[src/rtl/uart_cordic_pkg.sv]
// Shared types and helpers for the UART-to-CORDIC receive path.
package uart_cordic_pkg;

    typedef enum logic [1:0] {
        FR_IDLE    = 2'd0,
        FR_COLLECT = 2'd1,
        FR_CHECK   = 2'd2,
        FR_OUT     = 2'd3
    } frame_state_t;

    localparam int unsigned UART_DATA_W   = 8;
    localparam logic [7:0]  SYNC_BYTE_DEF = 8'hA5;

    // One step of the running XOR checksum over the payload bytes.
    function automatic logic [31:0] chk_fold(input logic [31:0] acc, input logic [31:0] data);
        return acc ^ data;
    endfunction

endpackage

[src/rtl/uart_frame_timeout.sv]
// Inter-byte timeout: counts oversample ticks while enabled, expires on the
// tick that finds the counter at TIMEOUT_TICKS-1.
module uart_frame_timeout #(
    parameter int unsigned TIMEOUT_TICKS = 1024
) (
    input  logic clk_i,
    input  logic rst_ni,
    input  logic tick_i,
    input  logic en_i,
    input  logic clr_i,
    output logic expire_c
);

    localparam int unsigned CNT_W = $clog2(TIMEOUT_TICKS);

    logic [CNT_W-1:0] cnt_q;

    assign expire_c = en_i && tick_i && (cnt_q == CNT_W'(TIMEOUT_TICKS - 1));

    always_ff @(posedge clk_i or negedge rst_ni) begin
        if (!rst_ni) begin
            cnt_q <= '0;
        end else if (clr_i || !en_i || expire_c) begin
            cnt_q <= '0;
        end else if (tick_i) begin
            cnt_q <= cnt_q + CNT_W'(1);
        end
    end

endmodule

[src/rtl/uart_rx_frame_asm.sv]
// Assembles sync-framed, XOR-checksummed words from UART bytes onto valid/ready.
// Optional build macro UART_FRAME_ERR_CNT_EN adds a saturating error counter.
module uart_rx_frame_asm
    import uart_cordic_pkg::*;
#(
    parameter int unsigned         DATA_W         = UART_DATA_W,
    parameter int unsigned         BYTES_PER_WORD = 2,
    parameter logic [DATA_W-1:0]   SYNC_BYTE      = DATA_W'(SYNC_BYTE_DEF),
    parameter int unsigned         TIMEOUT_TICKS  = 1024
) (
    input  logic                               clk_i,
    input  logic                               rst_ni,
    input  logic                               tick_i,
    input  logic [DATA_W-1:0]                  rxd_byte_i,
    input  logic                               rxd_vld_i,
    input  logic                               rxd_err_i,
    output logic [DATA_W*BYTES_PER_WORD-1:0]   word_o,
    output logic                               word_vld_o,
    input  logic                               word_rdy_i,
    output logic                               frame_err_o,
    output logic                               ovf_o
`ifdef UART_FRAME_ERR_CNT_EN
    ,
    output logic [15:0]                        err_cnt_o
`endif
);

    localparam int unsigned WORD_W = DATA_W * BYTES_PER_WORD;
    localparam int unsigned IDX_W  = $clog2(BYTES_PER_WORD + 1);

    frame_state_t        state_q, state_d;
    logic [IDX_W-1:0]    idx_q, idx_d;
    logic [DATA_W-1:0]   chk_q, chk_d;
    logic [WORD_W-1:0]   shreg_q, shreg_d;
    logic [WORD_W-1:0]   word_d;
    logic                word_vld_d;
    logic                frame_err_d;
    logic                ovf_d;
    logic                byte_ok;
    logic                to_en;
    logic                to_expire;

    // rxd_err_i dominates a simultaneous rxd_vld_i.
    assign byte_ok = rxd_vld_i && !rxd_err_i;
    assign to_en   = (state_q == FR_COLLECT) || (state_q == FR_CHECK);

    uart_frame_timeout #(
        .TIMEOUT_TICKS (TIMEOUT_TICKS)
    ) u_timeout (
        .clk_i    (clk_i),
        .rst_ni   (rst_ni),
        .tick_i   (tick_i),
        .en_i     (to_en),
        .clr_i    (rxd_vld_i),
        .expire_c (to_expire)
    );

    always_ff @(posedge clk_i or negedge rst_ni) begin
        if (!rst_ni) begin
            state_q     <= FR_IDLE;
            idx_q       <= '0;
            chk_q       <= '0;
            shreg_q     <= '0;
            word_o      <= '0;
            word_vld_o  <= 1'b0;
            frame_err_o <= 1'b0;
            ovf_o       <= 1'b0;
        end else begin
            state_q     <= state_d;
            idx_q       <= idx_d;
            chk_q       <= chk_d;
            shreg_q     <= shreg_d;
            word_o      <= word_d;
            word_vld_o  <= word_vld_d;
            frame_err_o <= frame_err_d;
            ovf_o       <= ovf_d;
        end
    end

    always_comb begin
        state_d     = state_q;
        idx_d       = idx_q;
        chk_d       = chk_q;
        shreg_d     = shreg_q;
        word_d      = word_o;
        word_vld_d  = word_vld_o;
        frame_err_d = 1'b0;
        ovf_d       = 1'b0;

        case (state_q)
            FR_IDLE: begin
                if (byte_ok && (rxd_byte_i == SYNC_BYTE)) begin
                    state_d = FR_COLLECT;
                    idx_d   = '0;
                    chk_d   = '0;
                    shreg_d = '0;
                end
            end
            FR_COLLECT: begin
                if (rxd_err_i) begin
                    state_d     = FR_IDLE;
                    frame_err_d = 1'b1;
                end else if (byte_ok) begin
                    shreg_d[idx_q*DATA_W +: DATA_W] = rxd_byte_i;
                    chk_d = DATA_W'(chk_fold(32'(chk_q), 32'(rxd_byte_i)));
                    if (idx_q == IDX_W'(BYTES_PER_WORD - 1)) begin
                        state_d = FR_CHECK;
                    end else begin
                        idx_d = idx_q + IDX_W'(1);
                    end
                end else if (to_expire) begin
                    state_d     = FR_IDLE;
                    frame_err_d = 1'b1;
                end
            end
            FR_CHECK: begin
                if (rxd_err_i) begin
                    state_d     = FR_IDLE;
                    frame_err_d = 1'b1;
                end else if (byte_ok) begin
                    if (rxd_byte_i == chk_q) begin
                        state_d    = FR_OUT;
                        word_d     = shreg_q;
                        word_vld_d = 1'b1;
                    end else begin
                        state_d     = FR_IDLE;
                        frame_err_d = 1'b1;
                    end
                end else if (to_expire) begin
                    state_d     = FR_IDLE;
                    frame_err_d = 1'b1;
                end
            end
            FR_OUT: begin
                if (word_vld_o && word_rdy_i) begin
                    // Handshake cycle: release the word and apply idle rules to any byte.
                    word_vld_d = 1'b0;
                    state_d    = FR_IDLE;
                    if (byte_ok && (rxd_byte_i == SYNC_BYTE)) begin
                        state_d = FR_COLLECT;
                        idx_d   = '0;
                        chk_d   = '0;
                        shreg_d = '0;
                    end
                end else if (rxd_vld_i || rxd_err_i) begin
                    ovf_d = 1'b1;
                end
            end
            default: begin
                state_d = FR_IDLE;
            end
        endcase
    end

`ifdef UART_FRAME_ERR_CNT_EN
    // Saturating count of aborted frames and dropped bytes; coincident pulses count once.
    always_ff @(posedge clk_i or negedge rst_ni) begin
        if (!rst_ni) begin
            err_cnt_o <= 16'd0;
        end else if ((frame_err_d || ovf_d) && (err_cnt_o != 16'hFFFF)) begin
            err_cnt_o <= err_cnt_o + 16'd1;
        end
    end
`endif

endmodule

[config.mk]
export PLATFORM = sky130hd
export DESIGN_NAME = uart_rx_frame_asm
export DESIGN_NICKNAME = d
export VERILOG_FILES = /design/src/rtl/uart_cordic_pkg.sv /design/src/rtl/uart_frame_timeout.sv /design/src/rtl/uart_rx_frame_asm.sv
export SDC_FILE = /design/constraint.sdc
export NUM_CORES = 1
export LEC_CHECK = 0
export CAP_MARGIN = 20
export CORE_AREA = 2 2 76 78
export DETAILED_ROUTE_END_ITERATION = 6
export DIE_AREA = 0 0 78 80
export PLACE_DENSITY = 0.76
export SYNTH_ARGS = -nofsm -noshare
export SYNTH_HDL_FRONTEND = slang
export SYNTH_SLANG_ARGS = --single-unit
[constraint.sdc]
create_clock -name clk_i -period 3.2 [get_ports clk_i]
set_input_delay 0.64 -clock clk_i [delete_from_list [all_inputs] [get_ports clk_i]]
set_output_delay 0.64 -clock clk_i [all_outputs]
set_load 0.05 [all_outputs]
=== Word-level counts from Yosys, hierarchy flattened ===
Index checks and enable logic that the tools add are counted.

* Add/subtract/negate cells: 3
* Equal/unequal tests: 16
* Reductions and logical operators: 20
* Multiplexer cells: 45
* Shifts and indexed selects: 2
* Bitwise operators: 2

{| class="wikitable"
|+ Operators by type and width
! cell !! number
|-
| $mux W16 || 4
|-
| $pmux W16 S3 || 1
|-
| $neg A5 Y34 || 1
|-
| $shift A8 B34 Y16 const A || 1
|-
| $shiftx A8 B34 Y16 || 1
|-
| $mux W8 || 4
|-
| $mux W2 || 14
|-
| $pmux W8 S3 || 1
|-
| $mux W10 || 2
|-
| $bwmux W16 || 1
|-
| $mux W1 || 14
|-
| $ne A2 B2 Y1 const B || 7
|-
| $add A10 B1 Y10 const B || 1
|-
| $eq A10 B10 Y1 const B || 1
|-
| $reduce_and A5 Y1 || 2
|-
| $eq A8 B8 Y1 || 1
|-
| $eq A8 B8 Y1 const B || 1
|-
| $pmux W2 S4 || 1
|-
| $reduce_and A4 Y1 || 2
|-
| $xor A8 B8 Y8 || 1
|-
| $pmux W2 S3 || 1
|-
| $logic_and A1 B1 Y1 || 5
|-
| $eq A2 B1 Y1 const B || 2
|-
| $eq A2 B2 Y1 const B || 2
|-
| 11 further kinds || 17
|}

* Input port bits: 14
* Output and inout bits: 19
* Word-level logic and storage cells: 97
* Register bits after elaboration: 57

=== Depth between registers and ports, before layout ===
* Word-level depth: 8
* Gate-level depth with buffers: 8
* Depth with buffers taken out: 7

=== Hierarchy ===
A second synthesis with hierarchy kept.

* Cell total of the unflattened synthesis: 251
* Area, all modules: 3,021.6 um^2

{| class="wikitable"
|+ By module, submodules not included
! module !! times used !! area an instance (um^2) !! sequential area each (um^2) !! cells each
|-
| uart_rx_frame_asm || 1 || 2,446.1 || 1,176.1 || 195
|-
| uart_frame_timeout || 1 || 575.6 || 250.2 || 56
|}

=== Worst setup path before layout ===
Ideal clock, no wire load.

* Kind: input -> register
* Start point: in rxd_byte_i[0]
* End point: reg word_o[0]
* Slack: 1.128 ns
* Path buffers: 2
* Setup time: 0.125 ns
* Arrival time: 1.947 ns
* Required time: 3.075 ns
* Stages on the path: 6
* Path through: xor2_1 -> nor4_1 -> and4_1 -> buf_6 -> buf_12 -> mux2_4

* Word-level cells in the longest chain between the ends: 2

{| class="wikitable"
|+ Ends and longest elaborated chain
! element !! line !! source
|-
| start, declared || uart_rx_frame_asm.sv:14 || <nowiki>input logic [DATA_W-1:0] rxd_byte_i,</nowiki>
|-
| $eq A8 B8 Y1 || uart_rx_frame_asm.sv:121 || <nowiki>if (rxd_byte_i == chk_q) begin</nowiki>
|-
| $reduce_and A4 Y1 (no line) || -- ||
|-
| end signal, assigned || uart_rx_frame_asm.sv:73 || <nowiki>word_o <= word_d;</nowiki>
|-
| end, declared || uart_rx_frame_asm.sv:17 || <nowiki>output logic [DATA_W*BYTES_PER_WORD-1:0] word_o,</nowiki>
|}

No other way between the ends.
A chain may end at the register's enable or synchronous reset.

=== Worst setup path in the final report ===
* Start point: in rxd_byte_i[0]
* End point: reg word_o[2]

Same word-level chain as after synthesis.

==> impl_metrics.json <==
{
  "r2r-start": "state_q[1]",
  "antenna_found_initial": 0,
  "clk_latency_ps": 340,
  "power_leakage_nw": 1.654,
  "start_util_pct": 53.31,
  "final_common_cell": "dfrtp_1",
  "root_buffer": "clkbuf_8",
  "skew_ps": 5.452,
  "final_cell_mix": "57 x dfrtp_1, 31 x nor2_1, 31 x clkdlybuf4s50_1",
  "postCtsSetupRepairBufs": 0,
  "synth_cell_types": 43,
  "fill_cells": 439,
  "rows": 27,
  "drv_slew": 0,
  "synth-edff-count": 0,
  "die_y_um": 80,
  "cts_tree": "yes",
  "rsz0062_at_grt": "no",
  "worstSetupPathType": "in2reg",
  "hold_path.class": "in2async",
  "h-tree-depth": 3,
  "fin_ws_ps": 686.8,
  "grt_pass1_wl_um": 10120,
  "synth-simple-area-share_pct": 15.24,
  "synth_top_family_by_area": "simple AND/OR/NAND/NOR gates",
  "diodes": 0,
  "placed_area_sq_um": 3319,
  "clk_pin_slew_ps": 70,
  "wire_per_inst_um": 14.84,
  "r2r_setup_slack_ps": 1070,
  "area_growth_pct": 23.14,
  "tns_ps": 0,
  "synth-xor-area-share_pct": 5.167,
  "die_x_um": 78,
  "required_ps": 3420,
  "r2r-end": "chk_q[1]",
  "ctsResizeCount": 0,
  "cp-start-kind": "input pin",
  "stdcell_area_sq_um": 3548,
  "final_util_pct": 65.65,
  "syn_area_sq_um": 2882,
  "core_area_sq_um": 5405,
  "async_flop_share_pct": 100.0,
  "via_per_inst": 5.297,
  "grt_usage_pct": 21.41,
  "io_buffers": 32,
  "cts_num_sinks": 57,
  "synthMuxAreaShare_pct": 13.20,
  "yosys.area_share.adder_pct": 3.474,
  "grt_overflow": 0,
  "clock_path_buffers": 2,
  "worst_slew_pin_slew_ps": 724.3,
  "ant_nets": 0,
  "nNetsFinal": 342,
  "wl_um": 5893,
  "ir_drop_mv": 0.4358,
  "place.gp.congestion": 0.9333,
  "period_needed_ps": 2513,
  "cp.arrival_ps": 2740,
  "hold_buffers": 0,
  "cp-end-kind": "register",
  "critPathMaxFanout": 13,
  "synth_nets": 296,
  "first_global_vias": 2130,
  "dr.pass1.iters": 4,
  "yosys_warnings": 0,
  "power_mw": 2.460,
  "drc": 0,
  "synth-compound-area-share_pct": 9.032,
  "fin_crit_sh_pct": 78.54,
  "setup_viol": 0,
  "max-slew-margin-rel_pct": 51.71,
  "dpl.hpwl_um": 4125,
  "layout-drive-gt1-share_pct": 16.31,
  "ys_seq_area_share_pct": 49.50,
  "avgSynthCellArea_sq_um": 10.52,
  "num_vias": 2103,
  "grt_max_degree": 58,
  "drt-initial-drc-count": 169,
  "die-area_sq_um": 6240,
  "ys_seq_elements": 57,
  "maxCapViolCount": 0,
  "place_ws_ps": 355.5,
  "io_pins": 33,
  "synth_cells": 274,
  "max_freq_mhz": 397.9,
  "status": "complete, no violations",
  "cts_made_buffers": 9,
  "r2r_cells": 8,
  "ys.flop_type": "dfrtp_1",
  "hold_viol": 0,
  "power-per-cell-area_nw_per_um2": 693.2
}
[worst max path at each step]
| stage | from | slack (ps) | cells after the start | to |
|---|---|---|---|---|
| finish | rxd_byte_i[0] | 690 | 6 | word_o[2] |
| global route | rxd_byte_i[0] | 610 | 6 | word_o[8] |
| CTS | rxd_byte_i[0] | 710 | 6 | word_o[2] |
| detailed placement | rxd_byte_i[2] | 360 | 6 | word_o[2] |
| global placement | rxd_byte_i[6] | 410 | 6 | word_o[4] |
| floorplan | rxd_byte_i[0] | 1130 | 6 | word_o[0] |
[area by class of cell]
cell class	instances	area (sq um)	area share (%)
Clock buffer	11	151.4	4.267
Multi-Input combinational cell	190	1329	37.45
Tap cell	72	90.09	2.539
Inverter	21	78.83	2.221
Timing Repair Buffer	41	395.4	11.14
Clock inverter	5	77.57	2.186
Sequential cell	57	1426	40.20
[logic make-up (layout without fill, tap and decap cells)]
family / after synthesis / count (layout)
multiplexers: 33 / 33
adder cells (fa/ha/maj): 8 / 8
XOR/XNOR: 17 / 17
AND/OR/NAND/NOR: 93 / 93
AO/OA/AOI/OAI: 39 / 39
buffers and inverters: 27 / 78
flip-flops: 57 / 57
[metrics by stage]
stage | hold slack [ps] | instances
floorplan | 344.4 | 274
detailed placement | 478.4 | 381
global placement | 473.3 | 381
global route | 504.0 | 397
CTS | 456.3 | 397
finish | 433.7 | 397
[synth_stat cells, types with 2 or more instances]
master / count / area share (%)
o21ai_0: 19 / 3.3
mux2_4: 8 / 4.2
nor4_1: 2 / 0.43
o21ai_1: 3 / 0.52
xnor2_1: 4 / 1.2
nand2b_1: 4 / 0.87
o21ai_2: 3 / 0.91
mux2i_1: 17 / 5.9
nor2_1: 31 / 4.0
a21oi_1: 2 / 0.35
and3_1: 4 / 0.87
inv_1: 21 / 2.7
nand2_1: 29 / 3.8
dfrtp_1: 57 / 50
and2_1: 2 / 0.43
a22o_1: 2 / 0.61
xor2_1: 13 / 4.0
and4bb_2: 2 / 0.87
clkbuf_1: 2 / 0.26
nand4_1: 4 / 0.87
ha_1: 8 / 3.5
nand3_1: 9 / 1.6
mux2_2: 8 / 3.1
[sequential cells by signal, summed over array words and instances, names as in the netlist, 2 cells and up]
register / cells
idx_q: 2
u_timeout.cnt_q: 10
chk_q: 8
word_o: 16
shreg_q: 16
state_q: 2
[where the power goes]
part	switching [mW]	total, mW	internal (mW)
clock network	0.291	0.768	0.478
logic	0.438	0.740	0.303
registers	0.0970	0.951	0.854
total	0.825	2.46	1.63
[metal layers]
layer  track usage, %  share of wire, %  vias to the layer above
li1                 -                 -                     1023
met1            27.92                47                     1014
met2            33.45                46                       54
met3            5.656               4.3                       12
met4            10.00               2.4                        0
met5                0                 0                        -
[critical path, cell delays in order]
cell	delay, ps
clkdlybuf4s50_1	540
xor2_1	200
nor4_1	420
and4_1	400
buf_12	190
mux2_2	340
No activity file was read; power rests on OpenSTA's default activity.
